File: src/rtl/result_drain.sv
// Result drain: reads NUM_NEURONS accumulator words from the result BRAM,
// requantizes each to DATA_WIDTH with round-half-up and saturation, and
// streams them out over a valid/ready interface. Reads are credit-limited so
// the output FIFO can never overflow, whatever the back-pressure.
module result_drain #(
  parameter int unsigned ADDR_WIDTH   = 10,
  parameter int unsigned DATA_WIDTH   = 16,
  parameter int unsigned NUM_NEURONS  = 16,
  parameter int unsigned BRAM_LATENCY = 3,
  parameter int unsigned FIFO_DEPTH   = BRAM_LATENCY + 2
) (
  input  logic                            clk,
  input  logic                            rst,
  input  logic                            start,
  input  logic [$clog2(2*DATA_WIDTH)-1:0] shift_amt,
  output logic                            busy,
  output logic                            done,
  output logic                            sat_flag,
  output logic                            result_rd_en,
  output logic [ADDR_WIDTH-1:0]           result_rd_addr,
  input  logic [2*DATA_WIDTH-1:0]         result_rd_data,
  output logic                            out_valid,
  input  logic                            out_ready,
  output logic [DATA_WIDTH-1:0]           out_data,
  output logic [$clog2(NUM_NEURONS)-1:0]  out_index,
  output logic                            out_last
);

  localparam int unsigned ShW   = $clog2(2 * DATA_WIDTH);
  localparam int unsigned IdxW  = $clog2(NUM_NEURONS);
  localparam int unsigned WordW = 2 * DATA_WIDTH;
  localparam int unsigned ExtW  = WordW + 1;
  localparam int unsigned PtrW  = (FIFO_DEPTH > 1) ? $clog2(FIFO_DEPTH) : 1;
  // Wide enough for in-flight reads plus FIFO occupancy.
  localparam int unsigned CntW  = $clog2(BRAM_LATENCY + FIFO_DEPTH + 1);

  localparam logic [IdxW-1:0] LastIdx = IdxW'(NUM_NEURONS - 1);
  localparam logic [PtrW-1:0] LastPtr = PtrW'(FIFO_DEPTH - 1);
  localparam logic signed [ExtW-1:0] MaxV = (ExtW'(1) <<< (DATA_WIDTH - 1)) - ExtW'(1);
  localparam logic signed [ExtW-1:0] MinV = ~MaxV;

  typedef enum logic [1:0] {StIdle, StRun, StFlush, StDone} state_e;

  state_e state_q, state_d;

  logic [ShW-1:0]          shift_q;
  logic [IdxW-1:0]         rd_idx_q;
  logic [IdxW-1:0]         cap_idx_q;
  logic [BRAM_LATENCY-1:0] pipe_q;
  logic                    sat_q;

  logic [DATA_WIDTH-1:0] fifo_data_q [FIFO_DEPTH];
  logic [IdxW-1:0]       fifo_idx_q  [FIFO_DEPTH];
  logic                  fifo_last_q [FIFO_DEPTH];
  logic [PtrW-1:0]       wr_ptr_q, rd_ptr_q;
  logic [CntW-1:0]       count_q;

  logic [CntW-1:0] inflight, credit_used;
  logic            start_ok, capture, pop, sat_now;
  logic [DATA_WIDTH-1:0] rq_data;
  logic signed [ExtW-1:0] ext, round_add, rounded, shifted;

  assign start_ok = (state_q == StIdle) && start;
  assign capture  = pipe_q[BRAM_LATENCY-1];
  assign pop      = out_valid && out_ready;

  // Credits consumed: reads still in the BRAM pipe plus entries held in the FIFO.
  always_comb begin
    inflight = '0;
    for (int i = 0; i < BRAM_LATENCY; i++) begin
      inflight = inflight + CntW'(pipe_q[i]);
    end
    credit_used = inflight + count_q;
  end

  // Read issue and status outputs.
  always_comb begin
    result_rd_en   = (state_q == StRun) && (credit_used < CntW'(FIFO_DEPTH));
    result_rd_addr = ADDR_WIDTH'(rd_idx_q);
    busy           = (state_q != StIdle);
    done           = (state_q == StDone);
    sat_flag       = sat_q;
  end

  // Next-state logic.
  always_comb begin
    state_d = state_q;
    case (state_q)
      StIdle:  if (start) state_d = StRun;
      StRun:   if (result_rd_en && (rd_idx_q == LastIdx)) state_d = StFlush;
      StFlush: if (pop && out_last) state_d = StDone;
      StDone:  state_d = StIdle;
      default: state_d = StIdle;
    endcase
  end

  // Requantize the word arriving from the BRAM this cycle.
  always_comb begin
    ext       = {result_rd_data[WordW-1], result_rd_data};
    round_add = '0;
    if (shift_q != '0) round_add = ExtW'(1) << (shift_q - ShW'(1));
    rounded = ext + round_add;
    shifted = rounded >>> shift_q;
    sat_now = 1'b0;
    rq_data = shifted[DATA_WIDTH-1:0];
    if (shifted > MaxV) begin
      rq_data = MaxV[DATA_WIDTH-1:0];
      sat_now = 1'b1;
    end else if (shifted < MinV) begin
      rq_data = MinV[DATA_WIDTH-1:0];
      sat_now = 1'b1;
    end
  end

  // Control state: FSM, shift latch, read/capture counters, in-flight pipe, sticky flag.
  always_ff @(posedge clk) begin
    if (rst) begin
      state_q   <= StIdle;
      shift_q   <= '0;
      rd_idx_q  <= '0;
      cap_idx_q <= '0;
      pipe_q    <= '0;
      sat_q     <= 1'b0;
    end else begin
      state_q <= state_d;
      pipe_q  <= (pipe_q << 1) | BRAM_LATENCY'(result_rd_en);
      if (start_ok) begin
        shift_q   <= shift_amt;
        rd_idx_q  <= '0;
        cap_idx_q <= '0;
        sat_q     <= 1'b0;
      end else begin
        if (result_rd_en && (rd_idx_q != LastIdx)) rd_idx_q <= rd_idx_q + IdxW'(1);
        if (capture) cap_idx_q <= cap_idx_q + IdxW'(1);
        if (capture && sat_now) sat_q <= 1'b1;
      end
    end
  end

  // FIFO pointers and occupancy.
  always_ff @(posedge clk) begin
    if (rst) begin
      wr_ptr_q <= '0;
      rd_ptr_q <= '0;
      count_q  <= '0;
    end else begin
      if (capture) wr_ptr_q <= (wr_ptr_q == LastPtr) ? '0 : wr_ptr_q + PtrW'(1);
      if (pop)     rd_ptr_q <= (rd_ptr_q == LastPtr) ? '0 : rd_ptr_q + PtrW'(1);
      count_q <= count_q + CntW'(capture) - CntW'(pop);
    end
  end

  // FIFO storage; contents are only observed through the occupancy-gated head.
  always_ff @(posedge clk) begin
    if (capture) begin
      fifo_data_q[wr_ptr_q] <= rq_data;
      fifo_idx_q[wr_ptr_q]  <= cap_idx_q;
      fifo_last_q[wr_ptr_q] <= (cap_idx_q == LastIdx);
    end
  end

  // Stream head, forced to zero when empty.
  always_comb begin
    out_valid = (count_q != '0);
    out_data  = '0;
    out_index = '0;
    out_last  = 1'b0;
    if (out_valid) begin
      out_data  = fifo_data_q[rd_ptr_q];
      out_index = fifo_idx_q[rd_ptr_q];
      out_last  = fifo_last_q[rd_ptr_q];
    end
  end

endmodule

File: config.mk
export PLATFORM = sky130hd
export DESIGN_NAME = result_drain
export DESIGN_NICKNAME = d
export VERILOG_FILES = /design/src/rtl/result_drain.sv
export SDC_FILE = /design/constraint.sdc
export NUM_CORES = 1
export LEC_CHECK = 0
export CAP_MARGIN = 30
export CORE_MARGIN = 5
export CORE_UTILIZATION = 28
export DETAILED_ROUTE_END_ITERATION = 16
export PLACE_DENSITY_LB_ADDON = 0.15
export SLEW_MARGIN = 40
export SYNTH_ARGS = -nofsm -noshare
export SYNTH_HDL_FRONTEND = slang
export SYNTH_SLANG_ARGS = --single-unit
File: constraint.sdc
create_clock -name clk -period 5.3 [get_ports clk]
set_input_delay 0.53 -clock clk [delete_from_list [all_inputs] [get_ports clk]]
set_output_delay 0.53 -clock clk [all_outputs]
set_load 0.03 [all_outputs]
==> run_results.csv <==
group,metric,value,unit
critical_path,ff2ff_path_depth,20,
detailed_routing,drc_errors,0,
detailed_routing,via_per_inst,5.17,
global_route,track_usage,15.8,%
place,numPortBuffers,70,
die,die_x,203,µm
cells_and_area,multi_input_area,6370,µm²
yosys,yosysWarnings,0,
clock_network,ctsHtreeMaxLevel,4,
detailed_routing,ant_nets,0,
critical_path,cp_num_cells,20,
critical_path,end_kind,"register",
critical_path,r2r-end,"fifo_data_q[2][13]",
clock_network,cts_max_path_buffers,2,
cells_and_area,final_cell_area,13400,µm²
sta,slew-limit-headroom,45.8,%
die,die_y,203,µm
yosys,synth_area,10400,µm²
power_and_ir_drop,powerDensity,363,nW/µm²
place,place_area,12600,µm²
detailed_routing,firstDrtPassIters,5,
cells_and_area,fin_cells,1772,
critical_path,critical-path-top-delay-family,"compound AO/OA/AOI/OAI gates",
sta,setup_viol,0,
power_and_ir_drop,cellLeakagePower,0.00507,µW
cells_and_area,regArea,3800,µm²
global_route,antenna_found_initial,0,
yosys,synth_flop_cell,"edfxtp_1",
critical_path,criticalPathCategory,"reg2reg",
detailed_routing,post_drt_wl_per_cell,18.7,µm
global_route,grt_pass1_vias,8977,
place,dp_hpwl,25800,µm
critical_path,crit-reg2reg-launch,"shift_q[3]",
yosys,synth.distinct_cells,88,
sta,fin_crit_sh,95.2,%
sta,hold_ws,0.489,ns
critical_path,path_cells,"buf_4, nand2_2, nor3_1, ha_2, a21oi_1, o21ai_0, buf_4, a32oi_1, buf_4, a21oi_1, or4_1, o311ai_0, o211a_1, o2111a_1, o2111ai_1, or4_4, o211ai_4, buf_4, nand2_1, nand2_1",
clock_network,numCtsBuffers,17,
critical_path,reg2reg_slack,0.25,ns
yosys,synth_edf_count,105,
yosys,syn_inst,1112,
hold_path,min_path_cells,1,
global_route,grt_pass1_wl,51500,µm
place,gp_congestion,0.867,
clock_network,cts-root-buf,"clkbuf_16",
die,coreArea,36700,µm²
critical_path,crit_arrival,5.29,ns
critical_path,slowest_delay,0.58,ns
hold_path,hold_class,"reg2reg",
sta,finClkSkew,0.00942,ns
clock_network,cts.sinks,137,
critical_path,start_kind,"register",
critical_path,cp_slowest_cell,"or4_4",
sta,fin_crit,5.05,ns
clock_network,clock_latency,0.42,ns
cells_and_area,nets,1386,
clock_network,clk_pin_slew,0.06,ns
critical_path,cp_num_buf_inv,4,
detailed_routing,routed_wl,33100,µm
die,fp.dieArea,41200,µm²
cells_and_area,area_growth,28.6,%
sta,fmax,0.198,GHz
clock_network,cts_tree,"built",
critical_path,worstPathMaxFanout,10,
cells_and_area,layout-drive-gt1-share,24.0,%
yosys,synth_area_leader_cell,"edfxtp_1",
place,dp_slack,-0.101,ns
run,maxCapViolations,0,
run_status,outcome,"finished clean",
global_route,gr-total-overflow,0,
critical_path,cp_common_cell,"buf_4",
cells_and_area,antenna_cells,0,
yosys,ys_ff_latch,137,
die,num_rows,70,
sta,worst_pin_slew,0.810,ns
sta,final-hold-violation-count,0,
die,io_pins,77,
cells_and_area,nFillCells,3784,
sta,slew_viol_final,0,
global_route,grt_start_max_net_pins,26,
power_and_ir_drop,vdd_drop_max,248,µV
hold_path,hold_start,"pipe_q[0]",
place,dp.cells,1734,
hold_path,min_to,"pipe_q[1]",
detailed_routing,drt_iter0_drc,600,
die,start_util,28.4,%
yosys,synth.area.top_cells,"edfxtp_1 (30%), dfxtp_1 (6.1%), ha_1 (6.0%)",
detailed_routing,num_vias,9165,
yosys,ys_seq_area_share,36.4,%
yosys,synth.top_cell.area_share,30.2,%
sta,layout_setup_ws,0.253,ns
yosys,syn_area_per_cell,9.39,µm²
power_and_ir_drop,p_total,4870,µW
yosys,ys_async_sr_fraction,0,%
critical_path,required,5.55,ns
==> synthesized netlist by cell type (all sizes together), types with 21 or more instances <==
library cell,number
mux2i,53
edfxtp,105
a21oi,67
ha,50
mux4,27
o211ai,21
clkbuf,38
buf,38
o21ai,65
nor2,123
nand2,126
inv,37
nor3,34
nand3,25
dfxtp,32
a211oi,30
==> area by class of cell <==
class,instances,area share [%]
inverters,39,1.13
repair buffers,230,14.4
multi-input cells,866,47.5
clock inverters,11,0.914
flip-flops and latches,137,28.3
clock buffers,21,3.36
well taps,468,4.36
==> placed cells by master, fill, tap and decap left out, types with 6 or more instances in the layout <==
cell | netlist | routed
o21ai_0 | 53 | 50
nand2_2 | 1 | 11
xnor2_1 | 16 | 15
clkdlybuf4s50_1 | 0 | 70
and3_1 | 11 | 10
nand4_1 | 16 | 16
nor3_1 | 33 | 25
nor3_2 | 1 | 7
clkbuf_16 | 0 | 17
nor2b_1 | 6 | 6
mux2i_1 | 53 | 52
dfxtp_1 | 32 | 27
nand2_1 | 125 | 114
mux4_2 | 27 | 27
o21ai_1 | 8 | 10
nand3_1 | 25 | 19
o21a_1 | 7 | 7
conb_1 | 1 | 7
edfxtp_1 | 105 | 105
and4_1 | 7 | 7
a31oi_1 | 14 | 14
or3_1 | 6 | 6
xor2_1 | 11 | 11
ha_1 | 50 | 46
nor2_1 | 123 | 120
o22ai_1 | 8 | 8
inv_1 | 37 | 36
a211oi_1 | 26 | 26
mux2_2 | 12 | 12
and2_1 | 7 | 6
nand3_2 | 0 | 6
o211ai_1 | 20 | 20
a21o_1 | 13 | 13
buf_4 | 13 | 156
a21oi_1 | 65 | 63
==> timing repair <==
item	4_1_cts	5_1_grt
resized for setup	3	56
endpoints found under the setup margin	75	76
setup buffers	1	5
hold buffers	0	0
gates cloned	0	0
pin swaps	1	10
==> stage by stage <==
| stage | TNS, ns | utilization (%) |
|---|---|---|
| 2_1_floorplan | 0 | - |
| 3_3_place_gp | -4.72 | 34.2 |
| 3_5_place_dp | -4.13 | 34.3 |
| 4_1_cts | 0 | 35.9 |
| 5_1_grt | -0.512 | 36.6 |
| 6_report | 0 | 36.6 |
==> worst max-delay path by stage <==
stage               slack [ns]        from            endpoint
global route             -0.03  shift_q[0]   fifo_data_q[0][1]
global placement         -0.07  shift_q[2]   fifo_data_q[1][7]
detailed placement       -0.10  shift_q[1]   fifo_data_q[0][4]
floorplan               0.0005  shift_q[2]  fifo_data_q[0][14]
CTS                       0.04  shift_q[3]   fifo_data_q[2][2]
finish                    0.25  shift_q[3]  fifo_data_q[2][13]
==> worst reg2reg max path: cells and delay by family (launching register included) <==
| kind | cells | cell delay, ns |
|---|---|---|
| adder cells (fa/ha/maj) | 1 | 0.35 |
| flip-flops | 1 | 0.42 |
| AND/OR/NAND/NOR | 6 | 1.67 |
| AO/OA/AOI/OAI | 9 | 1.70 |
| buffers and inverters | 4 | 0.75 |
==> cell families after synthesis <==
kind of cell               after synthesis  share of synthesized area [%]
other                                    1                         0.0359
DFF                                    137                           36.4
adders and majority gates               54                           6.76
muxes                                   93                           12.3
AOI/OAI and AO/OA                      296                           20.1
and+or+nand+nor                        389                           17.2
xor gates and xnor gates                27                           2.27
buffers and inverters                  115                           4.92
==> state kept, by name (all words and copies together), names as in the netlist, 2 cells and up, named ones only <==
register / cells
fifo_data_q: 80
fifo_idx_q: 20
fifo_last_q: 5
shift_q: 5
cap_idx_q: 4
count_q: 4
rd_idx_q: 4
pipe_q: 3
rd_ptr_q: 3
wr_ptr_q: 3
state_q: 2
==> where the power goes <==
part / total, µW / switching, µW / leakage [µW] / internal, µW
clock: 1140 / 440 / 0.000271 / 704
combinational: 2400 / 1390 / 0.00360 / 1020
sequential: 1320 / 65.9 / 0.00120 / 1250
==> metal layers <==
layer / global-route usage [%] / vias up / part of all wire (%)
li1: - / 4555 / -
met1: 21.9 / 4378 / 48
met2: 26.4 / 195 / 47
met3: 1.82 / 37 / 3.1
met4: 3.64 / 0 / 1.7
met5: 0 / - / 0
Power figures use the tool's default switching activity.
